--- src/rtl/store_buffer.sv ---
// Posted-write store buffer: queues committed sb/sh/sw stores and drains them into the
// data memory's single address port whenever a load does not need it.
module store_buffer #(
  parameter int DEPTH = 4,
  parameter int AW    = 11
) (
  input  logic                   clk,
  input  logic                   rst_n,
  input  logic                   st_valid,
  output logic                   st_ready,
  input  logic [AW-1:0]          st_addr,
  input  logic [31:0]            st_data,
  input  logic [2:0]             st_sel,
  input  logic                   ld_valid,
  input  logic [AW-1:0]          ld_addr,
  output logic                   ld_stall,
  output logic                   dmem_we,
  output logic [2:0]             dmem_sel,
  output logic [AW-1:0]          dmem_addr,
  output logic [31:0]            dmem_wd,
  output logic                   sel_err,
  output logic [$clog2(DEPTH):0] count,
  output logic                   empty
);

  localparam int PW = $clog2(DEPTH);
  localparam int CW = PW + 1;
  localparam logic [CW-1:0] FULL_CNT = CW'(DEPTH);

  logic [AW-1:0]    addr_q [DEPTH];
  logic [31:0]      data_q [DEPTH];
  logic [2:0]       sel_q  [DEPTH];
  logic [PW-1:0]    wr_ptr_q, wr_ptr_d;
  logic [PW-1:0]    rd_ptr_q, rd_ptr_d;
  logic [CW-1:0]    count_q, count_d;
  logic             sel_err_q, sel_err_d;
  logic             accept_s, legal_s, push_s, drain_s, hit_s;
  logic [DEPTH-1:0] occ_s;

  function automatic logic sel_legal(input logic [2:0] sel);
    return (sel == 3'b000) || (sel == 3'b001) || (sel == 3'b010);
  endfunction

  assign st_ready = (count_q != FULL_CNT);
  assign empty    = (count_q == {CW{1'b0}});
  assign count    = count_q;
  assign sel_err  = sel_err_q;

  // Entry i is occupied when its distance from the head is below the occupancy.
  always_comb begin
    occ_s = {DEPTH{1'b0}};
    for (int i = 0; i < DEPTH; i++) begin
      occ_s[i] = ({1'b0, PW'(i) - rd_ptr_q} < count_q);
    end
  end

  // Word-granular hazard against occupied entries only.
  always_comb begin
    hit_s = 1'b0;
    for (int i = 0; i < DEPTH; i++) begin
      hit_s = hit_s | (occ_s[i] && (addr_q[i][AW-1:2] == ld_addr[AW-1:2]));
    end
  end

  // Port arbitration: an unstalled load owns the address; otherwise the head drains.
  always_comb begin
    ld_stall  = ld_valid && hit_s;
    dmem_we   = !empty && (!ld_valid || ld_stall);
    dmem_addr = (ld_valid && !ld_stall) ? ld_addr : addr_q[rd_ptr_q];
    dmem_sel  = sel_q[rd_ptr_q];
    dmem_wd   = data_q[rd_ptr_q];
  end

  // Next-state for pointers, occupancy and the illegal-select pulse.
  always_comb begin
    accept_s  = st_valid && st_ready;
    legal_s   = sel_legal(st_sel);
    push_s    = accept_s && legal_s;
    drain_s   = dmem_we;
    sel_err_d = accept_s && !legal_s;
    if (push_s) begin
      wr_ptr_d = wr_ptr_q + PW'(1);
    end else begin
      wr_ptr_d = wr_ptr_q;
    end
    if (drain_s) begin
      rd_ptr_d = rd_ptr_q + PW'(1);
    end else begin
      rd_ptr_d = rd_ptr_q;
    end
    case ({push_s, drain_s})
      2'b10:   count_d = count_q + CW'(1);
      2'b01:   count_d = count_q - CW'(1);
      default: count_d = count_q;
    endcase
  end

  // Control state register.
  always_ff @(posedge clk or negedge rst_n) begin
    if (!rst_n) begin
      wr_ptr_q  <= {PW{1'b0}};
      rd_ptr_q  <= {PW{1'b0}};
      count_q   <= {CW{1'b0}};
      sel_err_q <= 1'b0;
    end else begin
      wr_ptr_q  <= wr_ptr_d;
      rd_ptr_q  <= rd_ptr_d;
      count_q   <= count_d;
      sel_err_q <= sel_err_d;
    end
  end

  // Entry storage carries no reset; occupancy alone decides what is valid.
  always_ff @(posedge clk) begin
    if (push_s) begin
      addr_q[wr_ptr_q] <= st_addr;
      data_q[wr_ptr_q] <= st_data;
      sel_q[wr_ptr_q]  <= st_sel;
    end
  end

endmodule

--- config.mk ---
export PLATFORM = sky130hd
export DESIGN_NAME = store_buffer
export DESIGN_NICKNAME = d
export VERILOG_FILES = /design/src/rtl/store_buffer.sv
export SDC_FILE = /design/constraint.sdc
export NUM_CORES = 1
export LEC_CHECK = 0
export CAP_MARGIN = 20
export CORE_ASPECT_RATIO = 1.4
export CORE_UTILIZATION = 45
export CTS_CLUSTER_SIZE = 40
export DETAILED_ROUTE_END_ITERATION = 10
export GPL_TIMING_DRIVEN = 0
export HOLD_SLACK_MARGIN = 0.05
export PLACE_DENSITY = 0.78
export SKIP_CTS_REPAIR_TIMING = 1
export SLEW_MARGIN = 10
export SYNTH_ARGS = -nofsm -noshare
export SYNTH_HDL_FRONTEND = slang
export SYNTH_SLANG_ARGS = --single-unit
--- constraint.sdc ---
create_clock -name clk -period 6.9 [get_ports clk]
set_input_delay 1.035 -clock clk [delete_from_list [all_inputs] [get_ports clk]]
set_output_delay 1.035 -clock clk [all_outputs]
set_load 0.02 [all_outputs]
== After elaboration in Yosys (flattened, before gate mapping) ==
Memory sizes are Yosys's and may differ from the RTL's.
Index checks and enable logic that the tools add are counted.

* Eq/ne operators: 9
* Reduce and logical (&&, ||, !) cells: 20
* Order comparisons: 4
* Add/sub/neg operators: 8
* Bitwise operators: 3
* Multiplexer cells: 4

{| class="wikitable"
|+ Operators with widths
! cell !! number
|-
| equality test 9 bit || 4
|-
| less-than comparator 2 x 3 -> 1 bit || 4
|-
| 2-to-1 mux 11 bit || 1
|-
| logical AND 1 bit || 10
|-
| zero test 3 bit || 2
|-
| case mux 3 bit (2 select lines) || 1
|-
| adder 2 x 1 -> 2 bit (second input constant) || 2
|-
| zero test 1 bit || 4
|-
| subtractor 1 x 2 -> 2 bit (first input constant) || 2
|-
| subtractor 2 bit (first input constant) || 2
|-
| adder 3 x 1 -> 3 bit (second input constant) || 1
|-
| equality test 3 x 1 -> 1 bit (second input constant) || 1
|-
| equality test 3 x 2 -> 1 bit (second input constant) || 1
|-
| logical OR 1 bit || 3
|-
| != test 3 bit (second input constant) || 1
|-
| bitwise OR 1 bit || 3
|-
| subtractor 3 x 1 -> 3 bit (second input constant) || 1
|-
| equality test 2 x 1 -> 1 bit (second input constant) || 1
|-
| equality test 2 bit (second input constant) || 1
|-
| 2-to-1 mux 1 bit || 2
|-
| nonzero test 2 bit || 1
|}

* Register bits after elaboration: 8
* Memories: 3
* Input port bits: 61
* Bits in writable memories: 184
* Logic and storage cells: 55
* Output and inout bits: 54

{| class="wikitable"
|+ Memories
! name !! words !! bits a word !! rd ports !! clocked after memory_dff !! wr ports !! RTL line !! source
|-
| data_q || 4 || 32 || 1 || 0 || 1 || 31 || <nowiki>logic [31:0] data_q [DEPTH];</nowiki>
|-
| addr_q || 4 || 11 || 5 || 0 || 1 || 30 || <nowiki>logic [AW-1:0] addr_q [DEPTH];</nowiki>
|-
| sel_q || 4 || 3 || 1 || 0 || 1 || 32 || <nowiki>logic [2:0] sel_q [DEPTH];</nowiki>
|}

== Depth between registers and ports, before layout ==
Gate-level depths: netlist of the first run.

* Depth after elaboration: 11
* Gate-level depth with buffers: 17
* Gate-level depth less buffers: 14

== Worst setup path after synthesis of the first run ==
Ideal clock, no wire load.

* Path type: reg2out
* From: reg rd_ptr_q[1]
* To: out dmem_addr[0]
* Data required time: 5.865 ns
* Arrival time: 2.706 ns
* Path slack: 3.159 ns
* Path buffers: 3
* Stages on the path, launching flop included: 12
* Path through: dfrtp_1 buf_1 buf_1 xnor2_1 inv_1 ha_1 a21oi_1 o2111ai_1 o21ai_2 nor3_2 buf_6 mux2_4

* Longest elaborated chain between the ends: 10
* Elaborated cells on any way between the ends: 20
* Classes of those cells: add/sub (4); order compare (4); mux (1); bitwise (3); reduce/logical (7); memory (1)

{| class="wikitable"
|+ RTL lines
! what !! RTL line !! source
|-
| from (decl) || 34 || <nowiki>logic [PW-1:0] rd_ptr_q, rd_ptr_d;</nowiki>
|-
| from (signal assigned) || 102 || <nowiki>rd_ptr_q <= {PW{1'b0}};</nowiki>
|-
| from (signal assigned) || 107 || <nowiki>rd_ptr_q <= rd_ptr_d;</nowiki>
|-
| subtractor 1 x 2 -> 2 bit || 53 || <nowiki>occ_s[i] = ({1'b0, PW'(i) - rd_ptr_q} < count_q);</nowiki>
|-
| less-than comparator 2 x 3 -> 1 bit || 53 ||
|-
| logical AND 1 bit || 61 || <nowiki>hit_s = hit_s | (occ_s[i] && (addr_q[i][AW-1:2] == ld_addr[AW-1:2]));</nowiki>
|-
| bitwise OR 1 bit (3 in series) || 61 ||
|-
| logical AND 1 bit || 67 || <nowiki>ld_stall = ld_valid && hit_s;</nowiki>
|-
| zero test 1 bit || 69 || <nowiki>dmem_addr = (ld_valid && !ld_stall) ? ld_addr : addr_q[rd_ptr_q];</nowiki>
|-
| logical AND 1 bit || 69 ||
|-
| 2-to-1 mux 11 bit * || 69 ||
|-
| to (decl) || 19 || <nowiki>output logic [AW-1:0] dmem_addr,</nowiki>
|}

Mark *: on every way between the ends. The rest lies on a longest branch, timed or not.

== Worst setup path in the final report of the first run ==
* From: reg rd_ptr_q[1]
* To: out dmem_addr[8]

The elaborated chain is that of the path after synthesis.

==> impl_metrics.env, run 1 <==
export IMPL_dr_wl_met2_um=7790
export IMPL_synth_common_cells="edfxtp_1, mux4_2, xor2_1"
export IMPL_cts_buffer_depth=2
export IMPL_slowest_stage="buf_1"
export IMPL_root_buffer="clkbuf_16"
export IMPL_grt_pass1_vias=4131
export IMPL_wl_met1_um=5990
export IMPL_io_buffer_count=105
export IMPL_cts_tree="yes"
export IMPL_ys_top_cells_by_area="edfxtp_1, mux4_2, xor2_1"
export IMPL_drtAntennaViolNets=0
export IMPL_hp_class="reg -> reg"
export IMPL_cp_end_kind="primary output"
export IMPL_yosysTopAreaCell="edfxtp_1"
export IMPL_worstSetupPathType="reg -> out"
export IMPL_cap_viol_max_count=0
export IMPL_synth_main_ff_cell="edfxtp_1"
export IMPL_path_cells="buf_1, buf_1, xnor2_1, inv_1, ha_1, a21oi_1, o2111ai_1, o21ai_2, nor3_2, buf_6, mux2_4, clkdlybuf4s50_1"
export IMPL_synth_fp_nets=449
export IMPL_core_area_um2=16900
export IMPL_ir_worst_vdd_uv=183
export IMPL_p_leak_nw=3.25
export IMPL_final_nets=573
export IMPL_clk_pin_slew_ns=0.07
export IMPL_cpMostUsedCell="buf_1"
export IMPL_async_flop_share_pct=4.17
export IMPL_via_per_inst=5.15
export IMPL_highest_layer="met4"
export IMPL_clkLatencyLatePin_ns=0.42
export IMPL_gp_congestion=0.846
export IMPL_crit_family="buffers and inverters"
export IMPL_routed_wl_met3_um=650
export IMPL_htreeDepth=4
export IMPL_yosys_warnings=0
export IMPL_rsz0062_at_grt="false"
export IMPL_path_buf_inv=5
export IMPL_syn_area_per_cell_um2=20.8
export IMPL_yosysMostFrequentCell="edfxtp_1"
export IMPL_clock_sinks=192
export IMPL_hpwl_um=9300
export IMPL_slew_violations=0
export IMPL_grt_ovfl_total=0
export IMPL_period_share_pct=77.9
export IMPL_finalWirelength_um=14600
export IMPL_instances_no_fill=747
export IMPL_synth_cells=378
export IMPL_vias=3846
export IMPL_worst_pin_slew_ns=0.753
export IMPL_syn_to_final_growth_pct=24.2
export IMPL_yosysTopAreaCellShare_pct=70.3
export IMPL_drc=0
export IMPL_grt_pass1_wl_um=22300
export IMPL_slew_headroom_pct=49.8
export IMPL_placed_cells=715
export IMPL_dieHeight_um=158
export IMPL_fillers=1272
export IMPL_drt_iter0_drc=252
export IMPL_min_period_ns=5.37
export IMPL_cp_start_kind="register"
export IMPL_grtUsageTotal_pct=17.1
export IMPL_synth_seq_area_share_pct=72.9
export IMPL_die_area_um2=18000
export IMPL_clock_skew_ns=0.0121
export IMPL_wire_per_inst_um=19.5
export IMPL_yosysUniqueCellTypes=35
export IMPL_drive_gt1_share_pct=21.6
export IMPL_hold_viol=0
export IMPL_max_freq_mhz=186
export IMPL_tns_ns=0
export IMPL_setup_violations=0
export IMPL_rows=56
export IMPL_synth_edff_count=184
export IMPL_ios=115
export IMPL_cp_max_fo=10
export IMPL_antennaDiodeCount=0
export IMPL_cts_buffers=17
export IMPL_critPathArrivalTime_ns=4.34
export IMPL_start_util_pct=46.5
export IMPL_required_ns=5.86
export IMPL_worst_path_largest_cell_delay_ns=0.58
export IMPL_yosys_register_bits=192
export IMPL_grt_max_degree=47
export IMPL_power_density_nw_per_um2=377
export IMPL_die_w_um=114
export IMPL_synthesis_area_um2=7860
export IMPL_firstDrtPassIters=4
export IMPL_status="finished clean"
export IMPL_antenna_found_initial=0
==> cells in the final DEF, fill, tap and decap left out, drive strengths merged, types with 9 or more instances in the layout <==
cell type      count
clkdlybuf4s50    105
mux4              46
xor2              28
edfxtp           184
clkbuf            20
ha                 9
mux2              11
buf               20
inv               17
xnor2             15
==> cell type report <==
cell class,instances,area [um2],area share [%]
Buffer,22,118,1.20
Inverter,11,41.3,0.423
Clock buffer,18,429,4.40
Sequential cell,192,5730,58.7
Tap cell,232,290,2.97
Timing Repair Buffer,105,1050,10.8
Multi-Input combinational cell,153,1980,20.3
Clock inverter,14,124,1.27
==> state kept, by name, summed over array words and instances, names as in the netlist <==
signal / flops
addr_q: 44
count: 3
data_q: 128
rd_ptr_q: 2
sel_err: 1
sel_q: 12
wr_ptr_q: 2
==> power by group <==
part / total (W) / internal, W / switching (W)
Clock: 0.000912 / 0.000474 / 0.000438
Combinational: 0.00132 / 0.000660 / 0.000664
Sequential: 0.00144 / 0.00139 / 0.0000488
==> logic make-up (layout without fill, tap and decap cells) <==
logic type	after synthesis	after routing	share of synthesized area (%)
xor+xnor	43	43	4.79
buf+inv	33	170	2.02
mux	57	57	15.2
fa+ha+maj	10	10	1.69
flops	192	192	72.9
simple gates	28	28	2.04
compound gates	15	15	1.34
==> metrics by stage <==
stage | hold WS (ns) | total power (W) | utilization [%] | cell area [um2] | setup WS (ns)
after global placement | 0.524 | 0.00278 | 54.5 | 9200 | 2.00
final | 0.553 | 0.00368 | 57.8 | 9760 | 1.53
after global routing | 0.625 | 0.00385 | 57.8 | 9760 | 1.31
after detailed placement | 0.541 | 0.00281 | 54.5 | 9210 | 1.98
after CTS | 0.558 | 0.00373 | 57.8 | 9760 | 1.49
after floorplan | 0.580 | 0.00229 | - | 7860 | 3.16
==> metal layers <==
metal,vias up,GRT usage (%)
met4,0,5.33
li1,1750,-
met1,1984,20.8
met2,100,30.3
met5,-,0
met3,12,3.84
==> tightest hold or removal path: cells and delay by family, from the launching register on <==
family	cells	cell delay, ns
compound gates	1	0.06
flops	1	0.39
simple gates	1	0.07
==> worst paths after layout <==
path	cells after the start	slack (ns)	from	to
max in group asynchronous	1	5.73	rst_n	rd_ptr_q[1]
setup / recovery	12	1.53	rd_ptr_q[1]	dmem_addr[8]
min in group asynchronous	1	0.90	rst_n	wr_ptr_q[1]
setup reg to reg	16	2.76	rd_ptr_q[1]	count[2]
hold reg to reg	2	0.55	count[1]	count[1]
hold / removal	2	0.55	count[1]	count[1]
(Power assumes the default switching activity.)
==> inputs of run 2 (changes only) <==
==> constraint.sdc (replaced) <==
create_clock -name clk -period 5.1 [get_ports clk]
set_input_delay 0.765 -clock clk [delete_from_list [all_inputs] [get_ports clk]]
set_output_delay 0.765 -clock clk [all_outputs]
set_load 0.02 [all_outputs]
==> run 2 against run 1 <==
- setup slack lost 1.2 ns
- die area is the same
- sequential power grew 35%
- clock skew is essentially flat
- cell count is the same
- count of clock-buffer cells in the layout is the same
- register-to-register slack lost 1.4 ns
- global-route usage is the same
- flip-flop and latch count is the same
- total power grew 35%
- non-clock buffer count is the same
- first-iteration DRC count grew 0.40%
==> impl_metrics.env, run 2 (same netlist as run 1, synthesis figures left out) <==
export IMPL_final_nets=573
export IMPL_hold_viol=0
export IMPL_grt_ovfl_total=0
export IMPL_core_area_um2=16900
export IMPL_r2r_start="rd_ptr_q[0]"
export IMPL_rsz0062_at_grt="false"
export IMPL_die_w_um=114
export IMPL_via_per_inst=5.13
export IMPL_ff2ff_path_depth=17
export IMPL_clk_pin_slew_ns=0.07
export IMPL_cp_start_kind="register"
export IMPL_root_buffer="clkbuf_16"
export IMPL_grt_max_degree=47
export IMPL_cts_tree="yes"
export IMPL_power_total_w=0.00498
export IMPL_critPathArrivalTime_ns=3.97
export IMPL_min_from="count[1]"
export IMPL_holdPathStages=2
export IMPL_layout_commonest_cell="edfxtp_1"
export IMPL_hold_slack_ns=0.559
export IMPL_antennaDiodeCount=0
export IMPL_drive_gt1_share_pct=21.9
export IMPL_placed_cells=715
export IMPL_drt_iter0_drc=253
export IMPL_required_ns=4.34
export IMPL_drc=0
export IMPL_clock_skew_ns=0.0117
export IMPL_reg2reg_slack_ns=1.34
export IMPL_start_util_pct=46.5
export IMPL_instances_no_fill=747
export IMPL_clock_sinks=192
export IMPL_worst_pin_slew_ns=0.755
export IMPL_rows=56
export IMPL_grt_pass1_wl_um=22300
export IMPL_power_density_nw_per_um2=510
export IMPL_p_leak_nw=3.25
export IMPL_firstDrtPassIters=4
export IMPL_final_cell_mix="edfxtp_1, clkdlybuf4s50_1, mux4_2, xor2_1, clkbuf_16"
export IMPL_cts_buffers=17
export IMPL_worstSetupPathType="reg -> out"
export IMPL_finalWirelength_um=14600
export IMPL_ir_worst_vdd_uv=248
export IMPL_clkLatencyLatePin_ns=0.42
export IMPL_cap_viol_max_count=0
export IMPL_hp_class="reg -> reg"
export IMPL_htreeDepth=4
export IMPL_slew_headroom_pct=49.7
export IMPL_period_share_pct=92.9
export IMPL_hpwl_um=9300
export IMPL_wire_per_inst_um=19.5
export IMPL_regMostFlops="data_q"
export IMPL_gp_congestion=0.846
export IMPL_cp_end_kind="primary output"
export IMPL_cp_max_fo=10
export IMPL_dieHeight_um=158
export IMPL_grtUsageTotal_pct=17.1
export IMPL_drtAntennaViolNets=0
export IMPL_largest_reg_flops=128
export IMPL_syn_to_final_growth_pct=24.3
export IMPL_setup_violations=0
export IMPL_min_to="count[1]"
export IMPL_cts_buffer_depth=2
export IMPL_min_period_ns=4.74
export IMPL_slew_violations=0
export IMPL_grt_pass1_vias=4131
export IMPL_vias=3830
export IMPL_reg_top3="data_q (128), addr_q (44), sel_q (12)"
export IMPL_io_buffer_count=105
export IMPL_status="finished clean"
export IMPL_die_area_um2=18000
export IMPL_worstReg2RegEnd="count[2]"
export IMPL_max_freq_mhz=211
export IMPL_antenna_found_initial=0
export IMPL_ios=115
-- run 2: worst max path at each step --
stage                      startpoint            to  slack, ns  cells past startpoint
after floorplan           rd_ptr_q[1]  dmem_addr[0]       1.63                     11
after global placement    rd_ptr_q[1]  dmem_addr[1]       0.47                     12
after detailed placement  rd_ptr_q[1]  dmem_addr[8]       0.45                     12
after CTS                 rd_ptr_q[1]  dmem_addr[8]      -0.04                     12
after global routing      rd_ptr_q[0]  dmem_addr[5]       0.08                     13
final                     rd_ptr_q[0]  dmem_addr[8]       0.36                     13
-- run 2: area by class of cell --
type	instances	area (um2)
Fill cell	1275	7120
Sequential cell	192	5730
Inverter	11	41.3
Tap cell	232	290
Multi-Input combinational cell	153	1980
Timing Repair Buffer	105	1050
Buffer	22	120
Clock buffer	18	429
Clock inverter	14	124
-- run 2: worst max-delay path: stages (launching register included) --
cell	delay (ns)
dfrtp_1	0.31
buf_2	0.18
buf_2	0.33
buf_2	0.39
xnor2_1	0.21
inv_1	0.08
ha_1	0.29
a21oi_1	0.08
o2111ai_1	0.23
o21ai_2	0.13
nor3_2	0.24
buf_6	0.23
mux2_4	0.32
clkdlybuf4s50_1	0.54
-- run 2: metrics by stage --
step	setup slack, ns	utilization, %	cell area, um2	TNS, ns
floorplan	1.63	-	7860	0
finish	0.361	57.8	9760	0
detailed placement	0.448	54.5	9210	0
CTS	-0.0443	57.8	9760	-0.380
global placement	0.473	54.5	9200	0
global route	0.0758	57.8	9760	0
-- run 2: power by group --
| group | switching (W) | total, W | internal [W] |
|---|---|---|---|
| clock network | 0.000592 | 0.00123 | 0.000641 |
| logic | 0.000899 | 0.00179 | 0.000894 |
| registers | 0.0000660 | 0.00195 | 0.00189 |
| total | 0.00156 | 0.00498 | 0.00342 |
-- run 2: layer usage --
| metal | track usage, % | vias up | share of wire [%] |
|---|---|---|---|
| li1 | - | 1749 | - |
| met3 | 3.84 | 12 | 4.6 |
| met5 | 0 | - | 0 |
| met1 | 20.8 | 1963 | 41 |
| met2 | 30.3 | 106 | 54 |
| met4 | 5.33 | 0 | 0.92 |
==> inputs of run 3 (changes only) <==
==> constraint.sdc (replaced) <==
create_clock -name clk -period 5.31 [get_ports clk]
set_input_delay 0.7965 -clock clk [delete_from_list [all_inputs] [get_ports clk]]
set_output_delay 0.7965 -clock clk [all_outputs]
set_load 0.02 [all_outputs]
==> run 3 against run 2 <==
- wire length down 0.25%
- final area barely moved
- die area unchanged
- critical endpoint unchanged
==> impl_metrics.env, run 3 (same netlist as run 1, synthesis figures left out) <==
export IMPL_clock_skew_ns=0.00967
export IMPL_period_share_pct=93.0
export IMPL_firstDrtPassIters=4
export IMPL_drc=0
export IMPL_largest_reg_flops=128
export IMPL_min_period_ns=4.94
export IMPL_grt_max_degree=47
export IMPL_core_area_um2=16900
export IMPL_required_ns=4.51
export IMPL_reg2reg_slack_ns=1.38
export IMPL_cp_max_fo=10
export IMPL_final_nets=573
export IMPL_finalWorstSetupSlack_ns=0.371
export IMPL_antennaDiodeCount=0
export IMPL_root_buffer="clkbuf_16"
export IMPL_grtUsageTotal_pct=17.1
export IMPL_drt_iter0_drc=270
export IMPL_io_buffer_count=105
export IMPL_clock_sinks=192
export IMPL_grt_pass1_wl_um=22300
export IMPL_clk_pin_slew_ns=0.07
export IMPL_ios=115
export IMPL_cp_start_kind="register"
export IMPL_start_util_pct=46.5
export IMPL_worstSetupPathType="reg -> out"
export IMPL_syn_to_final_growth_pct=24.3
export IMPL_max_freq_mhz=202
export IMPL_cts_tree="yes"
export IMPL_slew_violations=0
export IMPL_ff2ff_path_depth=16
export IMPL_die_w_um=114
export IMPL_drive_gt1_share_pct=21.7
export IMPL_regMostFlops="data_q"
export IMPL_htreeDepth=4
export IMPL_reg_top3="data_q (128), addr_q (44), sel_q (12)"
export IMPL_finalWirelength_um=14500
export IMPL_clkLatencyLatePin_ns=0.42
export IMPL_grt_pass1_vias=4131
export IMPL_setup_violations=0
export IMPL_worstReg2RegEnd="count[2]"
export IMPL_hp_class="reg -> reg"
export IMPL_tns_ns=0
export IMPL_layout_commonest_cell="edfxtp_1"
export IMPL_cts_buffer_depth=2
export IMPL_hpwl_um=9300
export IMPL_fillers=1276
export IMPL_cp_end_kind="primary output"
export IMPL_dieHeight_um=158
export IMPL_hold_viol=0
export IMPL_holdPathStages=2
export IMPL_rsz0062_at_grt="false"
export IMPL_vias=3839
export IMPL_gp_congestion=0.846
export IMPL_ir_worst_vdd_uv=238
export IMPL_r2r_start="rd_ptr_q[1]"
export IMPL_power_density_nw_per_um2=489
export IMPL_slew_headroom_pct=50.0
export IMPL_die_area_um2=18000
export IMPL_worst_pin_slew_ns=0.751
export IMPL_grt_ovfl_total=0
export IMPL_min_to="count[1]"
export IMPL_via_per_inst=5.14
export IMPL_cap_viol_max_count=0
export IMPL_critPathArrivalTime_ns=4.14
export IMPL_cts_buffers=17
export IMPL_wire_per_inst_um=19.5
export IMPL_p_leak_nw=3.25
export IMPL_antenna_found_initial=0
export IMPL_final_cell_mix="edfxtp_1, clkdlybuf4s50_1, mux4_2, xor2_1, clkbuf_16"
export IMPL_rows=56
export IMPL_dp_slack_ns=0.627
export IMPL_drtAntennaViolNets=0
export IMPL_status="finished clean"
export IMPL_min_from="count[1]"
[run 3: cell count changes in the layout (fill, tap and decap cells not counted), sizes merged]
cell	before	now
buf	18	19
clkbuf	22	21
[run 3: cell type report]
class | instances | area, um2 | share of cell area [%]
buffer | 22 | 119 | 1.22
clock inverter | 14 | 124 | 1.27
multi-input combinational | 153 | 1980 | 20.3
clock buffer | 18 | 429 | 4.40
inverter | 11 | 41.3 | 0.423
timing repair buffer | 105 | 1050 | 10.8
sequential | 192 | 5730 | 58.7
tap | 232 | 290 | 2.97
[run 3: worst max path at each step]
stage,slack [ns],start,cells past startpoint,to
global route,0.16,rd_ptr_q[1],12,dmem_addr[5]
CTS,0.13,rd_ptr_q[1],12,dmem_addr[8]
detailed placement,0.63,rd_ptr_q[1],12,dmem_addr[8]
global placement,0.65,rd_ptr_q[1],12,dmem_addr[1]
floorplan,1.81,rd_ptr_q[1],11,dmem_addr[0]
finish,0.37,rd_ptr_q[1],12,dmem_addr[8]
[run 3: routing by layer]
layer,vias up,track usage (%),wire (um)
met5,-,0,0
met4,0,5.33,109
met3,11,3.84,558
met2,100,30.3,7830
met1,1979,20.8,6040
li1,1749,-,-
[run 3: critical path, stage by stage, from the launching register on]
cell             delay [ns]
dfrtp_1                0.45
buf_1                  0.53
clkbuf_2               0.42
xnor2_1                0.21
inv_1                  0.08
ha_1                   0.29
a21oi_1                0.08
o2111ai_1              0.22
o21ai_2                0.13
nor3_2                 0.24
buf_6                  0.23
mux2_4                 0.32
clkdlybuf4s50_1        0.54
[run 3: stage by stage]
step	util [%]	hold slack, ns	cells	total power (W)	area (um2)
global route	57.8	0.625	747	0.00500	9760
CTS	57.8	0.558	747	0.00484	9760
finish	57.8	0.558	747	0.00478	9760
detailed placement	54.5	0.541	715	0.00365	9210
global placement	54.5	0.524	715	0.00362	9200
floorplan	-	0.501	378	0.00297	7860
[run 3: report_power, final]
part | internal, W | total [W] | switching (W)
clock network | 0.000616 | 0.00118 | 0.000568
logic | 0.000858 | 0.00172 | 0.000862
registers | 0.00181 | 0.00187 | 0.0000638
total | 0.00328 | 0.00478 | 0.00149
